## config.mk

```make
export PLATFORM = sky130hd
export DESIGN_NAME = mem_arbiter
export DESIGN_NICKNAME = d
export VERILOG_FILES = /design/src/rtl/mem_arbiter.sv
export SDC_FILE = /design/constraint.sdc
export NUM_CORES = 1
export LEC_CHECK = 0
export BUFFER_PORTS_ARGS = -buffer_cell sky130_fd_sc_hd__buf_2
export CORE_MARGIN = 5
export CORE_UTILIZATION = 45
export CTS_CLUSTER_SIZE = 10
export DETAILED_ROUTE_END_ITERATION = 12
export PLACE_DENSITY = 0.87
export SLEW_MARGIN = 20
export SYNTH_ARGS = -nofsm -noshare
export SYNTH_HDL_FRONTEND = slang
export SYNTH_SLANG_ARGS = --single-unit
export TNS_END_PERCENT = 5
```

## constraint.sdc

```tcl
create_clock -name clk -period 4.81 [get_ports clk]
set_input_delay 0.7215 -clock clk [delete_from_list [all_inputs] [get_ports clk]]
set_output_delay 0.7215 -clock clk [all_outputs]
set_load 0.02 [all_outputs]
```

## src/rtl/mem_arbiter.sv

```systemverilog
// Round-robin arbiter sharing one memory port between the CPU data path and the
// video fetch engine; each access runs IDLE -> ISSUE -> (WAIT) -> RESP.
module mem_arbiter #(
    parameter int unsigned ADDR_W       = 32,
    parameter int unsigned DATA_W       = 32,
    parameter int unsigned READ_LATENCY = 1
) (
    input  logic                  clk,
    input  logic                  reset,
    input  logic                  cpu_ren,
    input  logic                  cpu_wen,
    input  logic [ADDR_W-1:0]     cpu_addr,
    input  logic [DATA_W-1:0]     cpu_wdata,
    input  logic [DATA_W/8-1:0]   cpu_wstrb,
    output logic                  cpu_ready,
    output logic [DATA_W-1:0]     cpu_rdata,
    input  logic                  vid_req,
    input  logic [ADDR_W-1:0]     vid_addr,
    output logic                  vid_ready,
    output logic [DATA_W-1:0]     vid_rdata,
    output logic                  mem_en,
    output logic [DATA_W/8-1:0]   mem_we,
    output logic [ADDR_W-1:0]     mem_addr,
    output logic [DATA_W-1:0]     mem_wdata,
    input  logic [DATA_W-1:0]     mem_rdata,
    output logic                  busy
);
    localparam int unsigned STRB_W = DATA_W / 8;

    typedef enum logic [1:0] {S_IDLE, S_ISSUE, S_WAIT, S_RESP} state_e;
    typedef enum logic {PORT_CPU, PORT_VID} port_e;

    state_e              state_q, state_d;
    port_e               last_q, last_d;
    port_e               grant_q, grant_d;
    logic                write_q, write_d;
    logic [2:0]          cnt_q, cnt_d;
    logic                mem_en_q, mem_en_d;
    logic [STRB_W-1:0]   mem_we_q, mem_we_d;
    logic [ADDR_W-1:0]   mem_addr_q, mem_addr_d;
    logic [DATA_W-1:0]   mem_wdata_q, mem_wdata_d;
    logic                cpu_ready_q, cpu_ready_d;
    logic                vid_ready_q, vid_ready_d;
    logic [DATA_W-1:0]   cpu_rdata_q, cpu_rdata_d;
    logic [DATA_W-1:0]   vid_rdata_q, vid_rdata_d;
    logic                busy_q, busy_d;
    logic                cpu_req;

    assign cpu_req = cpu_ren | cpu_wen;

    always_comb begin
        state_d     = state_q;
        last_d      = last_q;
        grant_d     = grant_q;
        write_d     = write_q;
        cnt_d       = cnt_q;
        mem_en_d    = 1'b0;
        mem_we_d    = '0;
        mem_addr_d  = mem_addr_q;
        mem_wdata_d = mem_wdata_q;
        cpu_rdata_d = cpu_rdata_q;
        vid_rdata_d = vid_rdata_q;

        case (state_q)
            S_IDLE: begin
                // Memory-port outputs are registered, so the command is loaded
                // on the grant edge and appears exactly in the ISSUE cycle.
                if (cpu_req || vid_req) begin
                    grant_d  = (cpu_req && (!vid_req || last_q == PORT_VID)) ? PORT_CPU : PORT_VID;
                    last_d   = grant_d;
                    state_d  = S_ISSUE;
                    mem_en_d = 1'b1;
                    if (grant_d == PORT_CPU) begin
                        write_d     = cpu_wen;
                        mem_addr_d  = cpu_addr;
                        mem_wdata_d = cpu_wdata;
                        mem_we_d    = cpu_wen ? cpu_wstrb : '0;
                    end else begin
                        write_d    = 1'b0;
                        mem_addr_d = vid_addr;
                    end
                end
            end
            S_ISSUE: begin
                if (write_q) begin
                    state_d = S_RESP;
                end else begin
                    cnt_d   = 3'(READ_LATENCY);
                    state_d = S_WAIT;
                end
            end
            S_WAIT: begin
                cnt_d = cnt_q - 3'd1;
                if (cnt_q == 3'd1) begin
                    state_d = S_RESP;
                    if (grant_q == PORT_CPU) cpu_rdata_d = mem_rdata;
                    else                     vid_rdata_d = mem_rdata;
                end
            end
            S_RESP: begin
                state_d = S_IDLE;
            end
        endcase

        cpu_ready_d = (state_d == S_RESP) && (grant_q == PORT_CPU);
        vid_ready_d = (state_d == S_RESP) && (grant_q == PORT_VID);
        busy_d      = (state_d != S_IDLE);
    end

    always_ff @(posedge clk) begin
        if (reset) begin
            state_q     <= S_IDLE;
            last_q      <= PORT_VID;
            grant_q     <= PORT_CPU;
            write_q     <= 1'b0;
            cnt_q       <= '0;
            mem_en_q    <= 1'b0;
            mem_we_q    <= '0;
            mem_addr_q  <= '0;
            mem_wdata_q <= '0;
            cpu_ready_q <= 1'b0;
            vid_ready_q <= 1'b0;
            cpu_rdata_q <= '0;
            vid_rdata_q <= '0;
            busy_q      <= 1'b0;
        end else begin
            state_q     <= state_d;
            last_q      <= last_d;
            grant_q     <= grant_d;
            write_q     <= write_d;
            cnt_q       <= cnt_d;
            mem_en_q    <= mem_en_d;
            mem_we_q    <= mem_we_d;
            mem_addr_q  <= mem_addr_d;
            mem_wdata_q <= mem_wdata_d;
            cpu_ready_q <= cpu_ready_d;
            vid_ready_q <= vid_ready_d;
            cpu_rdata_q <= cpu_rdata_d;
            vid_rdata_q <= vid_rdata_d;
            busy_q      <= busy_d;
        end
    end

    assign mem_en    = mem_en_q;
    assign mem_we    = mem_we_q;
    assign mem_addr  = mem_addr_q;
    assign mem_wdata = mem_wdata_q;
    assign cpu_ready = cpu_ready_q;
    assign vid_ready = vid_ready_q;
    assign cpu_rdata = cpu_rdata_q;
    assign vid_rdata = vid_rdata_q;
    assign busy      = busy_q;

endmodule

```

======== Word-level counts from Yosys, hierarchy flattened ========
Cells that the tools add are included.
cells by class
  add/subtract/negate cells ............... 1
  equality and inequality tests ........... 6
  muxes and demuxes ....................... 10
  bitwise gates (word level) .............. 6
  reduce and logical (&&, ||, !) cells .... 16
operators by type and width
  operator               count
  $mux W32               1
  $reduce_and A3 Y1      3
  $pmux W2 S4            1
  $eq A2 B2 Y1 const B   3
  $pmux W3 S2            1
  $not A1 Y1             5
  $reduce_or A5 Y1       1
  $mux W1                4
  $mux W2                2
  $reduce_and A2 Y1      2
  $reduce_bool A2 Y1     2
  $eq A3 B1 Y1 const B   1
  $logic_and A1 B1 Y1    3
  $mux W3                1
  $sub A3 B1 Y3 const B  1
  $eq A2 B1 Y1 const B   1
  $logic_not A2 Y1       1
  $logic_or A1 B1 Y1     2
  $ne A2 B2 Y1 const B   1
  $reduce_or A2 Y1       1
  $logic_not A1 Y1       1
  $or A1 B1 Y1           1
word-level totals
  register bits after elaboration ......... 144
  input bits .............................. 137
  output and inout port bits .............. 136
  word-level logic and storage cells ...... 53

======== Logic depth before layout (Yosys ltp) ========
Gate-level depths: netlist (run 1).
  word-level depth ........................ 6
  depth in mapped cells ................... 8
  depth with buffers taken out ............ 6

======== Worst setup path after synthesis (run 1) ========
No wires, ideal clock.
  kind .................................... input port to flip-flop
  start point ............................. input cpu_ren
  end point ............................... register mem_addr_q[12] (netlist: mem_addr[12])
  library setup time ...................... 0.146 ns
  arrival ................................. 1.597 ns
  data required time ...................... 4.664 ns
  path slack .............................. 3.067 ns
  stages on the path ...................... 6
  path buffers ............................ 2
  path through ............................ or2_4 -> o21a_1 -> buf_2 -> buf_2 -> nor2_1 -> a211oi_2
between the ends
  word-level cells in the longest chain between the ends .. 3
  elaborated cells between the ends (all ways) .. 5
  classes of those cells .................. mux (1); bitwise (1); reduce/logical (3)
RTL lines
  element                                                    RTL line  source
  start: declaration                                         10        input logic cpu_ren,
  $or A1 B1 Y1 (*)                                           49        assign cpu_req = cpu_ren | cpu_wen;
  $logic_and A1 B1 Y1 or $logic_or A1 B1 Y1 (tied branches)  69, 68
  $mux W32 or $reduce_and A2 Y1 (tied branches)              -
  end signal: assignment                                     134       mem_addr_q <= mem_addr_d;
  end: declaration                                           40        logic [ADDR_W-1:0] mem_addr_q, mem_addr_d;
Mark *: on every way between the ends. The rest lies on a longest branch, timed or not.
A chain may end at the register's enable or synchronous reset.

======== Worst setup path after layout (run 1) ========
  start point ............................. input cpu_ren
  end point ............................... register mem_addr_q[30] (netlist: mem_addr[30])
The elaborated chain is that of the path after synthesis.

==> results of run 1 <==
## layout make-up
| type | count | area share, % |
|---|---|---|
| Timing Repair Buffer | 279 | 19.0 |
| Clock buffer | 26 | 6.40 |
| Tap cell | 168 | 2.81 |
| Inverter | 7 | 0.351 |
| Clock inverter | 5 | 0.752 |
| Sequential cell | 144 | 38.5 |
| Multi-Input combinational cell | 472 | 32.2 |
## synth_stat cells
master / count / share of area, %
nor2_1: 40 / 2.7
inv_2: 1 / 0.068
nor2b_4: 1 / 0.25
nand3_1: 4 / 0.36
buf_4: 2 / 0.27
o21a_1: 1 / 0.14
o21ai_4: 1 / 0.29
a21oi_1: 120 / 11
a21oi_2: 10 / 1.6
nor3_4: 1 / 0.29
buf_1: 2 / 0.14
ha_1: 6 / 1.4
o21ai_0: 4 / 0.36
or2_4: 1 / 0.16
a211oi_1: 6 / 0.81
and3b_1: 1 / 0.16
nand2_1: 232 / 16
a2bb2oi_1: 1 / 0.16
nor2b_1: 1 / 0.11
and2_1: 4 / 0.45
buf_2: 26 / 2.3
nor2_4: 1 / 0.20
nand3b_1: 1 / 0.14
inv_1: 6 / 0.41
a311oi_2: 1 / 0.27
buf_6: 4 / 0.81
or2_2: 1 / 0.11
nand2b_1: 4 / 0.45
a211oi_2: 27 / 6.1
dfxtp_1: 144 / 52
nor3_1: 3 / 0.27
clkbuf_1: 13 / 0.88
## worst min-delay path by stage
| stage | from | end | slack (ns) | depth (start not counted) |
|---|---|---|---|---|
| 2_1_floorplan | grant_q | cpu_ready | 0.43 | 1 |
| 3_3_place_gp | mem_wdata[9] | mem_wdata[9] | 0.44 | 2 |
| 3_5_place_dp | vid_rdata[21] | vid_rdata[21] | 0.44 | 2 |
| 4_1_cts | vid_rdata[21] | vid_rdata[21] | 0.45 | 2 |
| 5_1_grt | cpu_rdata[22] | cpu_rdata[22] | 0.47 | 2 |
| 6_report | vid_rdata[30] | vid_rdata[30] | 0.45 | 2 |
## power groups by stage
stage / clock, mW / sequential, mW / combinational (mW)
3_3_place_gp: 0 / 1.59 / 1.54
4_1_cts: 1.22 / 1.58 / 1.59
2_1_floorplan: 0 / 1.88 / 0.879
5_1_grt: 1.27 / 1.61 / 1.75
6_report: 1.20 / 1.58 / 1.59
3_5_place_dp: 0 / 1.60 / 1.59
## sequential cells by signal, indices dropped and copies added (netlist names)
name,count
write_q,1
last_q,1
vid_ready,1
grant_q,1
mem_en,1
vid_rdata,32
busy,1
mem_we,4
mem_wdata,32
cpu_ready,1
cpu_rdata,32
state_q,2
mem_addr,32
cnt_q,3
## worst max-delay path: stages
cell      delay [ns]
buf_2           0.11
or2_4           0.27
nand2_1         0.76
nand2_1         0.15
a311oi_2        0.30
## cells by family (layout without fill, tap and decap cells)
logic type,Yosys count,count (layout)
buffers and inverters,54,317
DFF,144,144
adders and majority gates,6,6
and+or+nand+nor,295,295
AOI/OAI and AO/OA,171,171
## layer usage
layer | vias up | global-route usage (%) | routed length (um)
met5 | - | 0 | 0
met4 | 0 | 9.56 | 465
met3 | 45 | 6.57 | 1230
met2 | 234 | 35.9 | 7960
met1 | 2588 | 24.6 | 6280
li1 | 2705 | - | -
==> run_results.csv, run 1 <==
group,metric,value,unit
finish,final_common_cell,"buf_2",
pwr,p_sw,1.65,mW
synth,synth_top_family_by_area,"simple AND/OR/NAND/NOR gates",
clocking,clock_latency,0.41,ns
pwr,power.internal,2.72,mW
clocking,cts_resized,0,
synth,synthSimpleGateAreaFrac,21.3,%
floorplanning,die_w,121,um
detailed_routing,totalWireLength,15.9,mm
pwr,ir_drop,376,uV
sta,setup_tns,0,ns
clocking,clock-sinks,144,
pwr,p_comb_share,36.4,%
setup_path,start_kind,"input pin",
pwr,p_leak,3.40,nW
sta,fin_crit_sh,41.6,%
global_routing,grt-ovfl-total,0,
setup_path,startpoint,"cpu_ren",
setup_path,reg2reg_to,"vid_rdata[2]",
floorplanning,die_y,121,um
finish,area.sequential,2880,sq um
sta,setup_violations,0,
clocking,cts_buffer_depth,2,
global_routing,grt_pass1_vias,5429,
setup_path,setup.worst_path.end,"mem_addr[30]",
floorplanning,die_area,14700,sq um
synth,yosys_warnings,0,
placement,place_congestion,0.812,
finish,diodes,0,
finish,drive_above_1_share,37.6,%
setup_path,r2r_cells,6,
placement,placed_cell_area,6940,sq um
placement,place_ws,2.40,ns
synth,yosysSeqAreaShare,51.9,%
finish,fillers,1042,
sta,fin_crit,2.00,ns
pwr,switching_share,37.7,%
finish,fin_util,62.1,%
floorplanning,initial_core_util,46.0,%
clocking,htree_levels,4,
synth,synth_xor_area_share,0,%
placement,portBuffers,272,
sta,hold_violations,0,
clocking,cts_tree,"built",
detailed_routing,dr.pass1.iters,5,
detailed_routing,wl_per_cell,14.5,um
detailed_routing,viasPerCell,5.06,
pwr,pwr-share-seq,36.2,%
detailed_routing,num_vias,5572,
sta,rsz0062_at_grt,"false",
global_routing,antenna_found_initial,0,
min_path,worst_hold_path_type,"reg2reg",
sta,slew_headroom,30.6,%
finish,nets,1064,
synth,synth.avg_cell_area,8.29,sq um
setup_path,worstPathArrival,2.32,ns
setup_path,r2r_slack,2.92,ns
global_routing,grt_pass1_wl,25.0,mm
sta,clock_skew,0.00952,ns
placement,dpl.hpwl,11.4,mm
placement,dp.cells,1069,
floorplanning,core,12100,sq um
detailed_routing,drc_errors,0,
sta,setup_ws,2.81,ns
status,status,"complete, no violations",
synth,synth_cells,670,
detailed_routing,ant_nets,0,
synth,syn_area,5550,sq um
floorplanning,rows,40,
pwr,power.density,583,nW/um^2
synth,synth_compound_gate_area_share,20.5,%
detailed_routing,drt_iter0_drc,387,
clocking,cts_root_buffer,"clkbuf_16",
floorplanning,ios,273,
sta,finalMaxSlewViolations,0,
synth,synth_adder_area_share,1.35,%
finish,multi_input_area,2410,sq um
clocking,numCtsBuffers,17,
finish,design_area,7490,sq um
job,max-cap-violations,0,
sta,whs,0.450,ns
finish,final_cell_mix,"buf_2, nand2_1, dfxtp_1",
setup_path,critPathMaxFanout,32,
sta,worstMarginPinSlew,1.04,ns
global_routing,gr-usage-all-layers,21.3,%
global_routing,grt_max_degree,58,
clocking,cts_setup_buffers,0,
synth,syn-num-nets,813,
setup_path,required,5.13,ns
setup_path,worst-setup-path-type,"in2reg",
clocking,hold_buffers,0,
synth,synth_seq_cells,144,
pwr,power,4.37,mW
finish,layout.cells.non_filler,1101,
setup_path,cp-end-kind,"register",
pwr,p_clk_share,27.5,%
synth,synthMuxAreaShare,0,%
sta,fmax,500,MHz
setup_path,reg2reg_from,"state_q[0]",
clocking,path_clk_slew,0.06,ns
synth,yosysUniqueCellTypes,32,
finish,syn_to_final_growth,34.8,%
No activity file was read; power rests on OpenSTA's default activity.
==> inputs of run 2 (changes only) <==
--- a/config.mk
+++ b/config.mk
@@ -7,10 +7,10 @@
 export LEC_CHECK = 0
 export BUFFER_PORTS_ARGS = -buffer_cell sky130_fd_sc_hd__buf_2
 export CORE_MARGIN = 5
-export CORE_UTILIZATION = 45
+export CORE_UTILIZATION = 41
 export CTS_CLUSTER_SIZE = 10
 export DETAILED_ROUTE_END_ITERATION = 12
-export PLACE_DENSITY = 0.87
+export PLACE_DENSITY = 0.83
 export SLEW_MARGIN = 20
 export SYNTH_ARGS = -nofsm -noshare
 export SYNTH_HDL_FRONTEND = slang
==> constraint.sdc (replaced) <==
create_clock -name clk -period 1.63 [get_ports clk]
set_input_delay 0.2445 -clock clk [delete_from_list [all_inputs] [get_ports clk]]
set_output_delay 0.2445 -clock clk [all_outputs]
set_load 0.02 [all_outputs]
==> run_results.csv, run 2 (synthesized netlist as in run 1, its figures left out) <==
group,metric,value,unit
global_routing,grt_pass1_wl,26.2,mm
clocking,cts_root_buffer,"clkbuf_16",
sta,finalMaxSlewViolations,0,
setup_path,setup.worst_path.end,"cpu_rdata[8]",
clocking,hold_buffers,0,
setup_path,worstPathArrival,1.87,ns
floorplanning,rows,42,
global_routing,grtUsageMet2,34.4,%
floorplanning,ios,273,
detailed_routing,wl_per_cell,14.8,um
clocking,htree_levels,4,
global_routing,grt_pass1_vias,5474,
floorplanning,core,13200,sq um
setup_path,start_kind,"register",
floorplanning,die_area,16000,sq um
pwr,power.density,1710,nW/um^2
floorplanning,die_y,126,um
finish,final_cell_mix,"buf_2, nand2_1, dfxtp_1",
clocking,clock-sinks,144,
detailed_routing,num_vias,5506,
pwr,ir_drop,1200,uV
sta,worstMarginPinSlew,0.427,ns
sta,setup_tns,0,ns
global_routing,use_met3,6.77,%
setup_path,r2r_slack,0.09,ns
clocking,path_clk_slew,0.06,ns
detailed_routing,totalWireLength,16.7,mm
global_routing,grt_busiest_layer,"met2",
sta,whs,0.0379,ns
detailed_routing,drc_errors,0,
setup_path,cp-end-kind,"register",
clocking,clock_latency,0.41,ns
sta,hold_violations,0,
finish,design_area,7850,sq um
sta,setup_violations,0,
setup_path,critPathMaxFanout,9,
placement,portBuffers,272,
clocking,cts_buffer_depth,2,
placement,place_congestion,0.811,
finish,drive_above_1_share,39.8,%
detailed_routing,drt_iter0_drc,352,
global_routing,grt_max_degree,66,
min_path,worst_hold_path_type,"in2reg",
clocking,cts_tree,"built",
placement,placed_cell_area,7150,sq um
status,status,"complete, no violations",
global_routing,grt-ovfl-total,0,
global_routing,use_met1,22.8,%
setup_path,r2r_cells,8,
placement,dpl.hpwl,11.9,mm
detailed_routing,dr.pass1.iters,5,
finish,nets,1083,
setup_path,worst-setup-path-type,"reg2reg",
finish,syn_to_final_growth,41.4,%
detailed_routing,ant_nets,0,
job,max-cap-violations,0,
setup_path,reg2reg_to,"cpu_rdata[8]",
floorplanning,die_w,126,um
detailed_routing,viasPerCell,4.88,
clocking,numCtsBuffers,17,
finish,diodes,0,
sta,fin_crit_sh,94.2,%
sta,clock_skew,0.00696,ns
sta,fin_crit,1.54,ns
sta,fmax,651,MHz
sta,slew_headroom,71.5,%
finish,final_common_cell,"buf_2",
global_routing,gr-usage-all-layers,19.8,%
global_routing,antenna_found_initial,1,
setup_path,startpoint,"state_q[0]",
pwr,p_leak,3.56,nW
setup_path,reg2reg_from,"state_q[0]",
floorplanning,initial_core_util,41.9,%
setup_path,required,1.97,ns
==> run 2: changes by cell type in the layout (fill, tap and decap cells not counted), sizes merged <==
cell / delta
clkinv: +4
buf: +17
bufinv: +1
clkbuf: -3
==> run 2: layer usage <==
layer  vias up  wire length, um
met3        25             1310
li1       2741                -
met1      2533             6810
met2       205             8230
met4         2              306
met5         -               13
==> run 2: how the worst min path moves through the flow <==
stage	start	endpoint	cells after the start
6_report	cpu_wstrb[0]	mem_we[0]	2
5_1_grt	cpu_wstrb[0]	mem_we[0]	2
4_1_cts	cpu_wstrb[0]	mem_we[0]	2
3_5_place_dp	mem_wdata[19]	mem_wdata[19]	2
3_3_place_gp	cpu_rdata[2]	cpu_rdata[2]	2
2_1_floorplan	cpu_wstrb[0]	mem_we[0]	1
==> run 2: area by class of cell <==
class	count	area, sq um
fillers	1201	5390
flip-flops and latches	144	2890
multi-input cells	472	2440
repair buffers	298	1710
clock buffers	21	450
well taps	176	220
clock inverters	10	114
inverters	7	28.8
==> run 2: per-stage QoR <==
stage | power [mW] | setup WS [ns] | cells | utilization, %
global route | 14.3 | -0.00901 | 1128 | 59.3
floorplan | 8.13 | 0.0717 | 670 | -
detailed placement | 9.71 | 0.0437 | 1091 | 54.0
global placement | 9.58 | 0.106 | 1091 | 54.0
CTS | 13.4 | 0.0203 | 1122 | 58.2
finish | 13.5 | 0.0948 | 1128 | 59.3
==> run 2: critical path: stages, from the launching register on <==
cell	delay [ns]
dfxtp_4	0.36
inv_4	0.07
ha_4	0.13
nand3b_1	0.13
buf_6	0.17
nor2_4	0.21
clkbuf_16	0.20
nand2_1	0.06
a21oi_1	0.12
==> run 2: where the power goes <==
| group | total (mW) | internal, mW | leakage [nW] | switching (mW) |
|---|---|---|---|---|
| clock network | 3.71 | 2.28 | 0.277 | 1.43 |
| registers | 4.67 | 4.29 | 1.18 | 0.384 |
| logic | 5.06 | 1.86 | 2.10 | 3.20 |
| total | 13.5 | 8.43 | 3.56 | 5.02 |
==> run 2: repair_timing <==
action | CTS | global route
endpoints found under the setup margin | 0 | 111
setup buffers | 0 | 3
gates resized for setup | 0 | 19
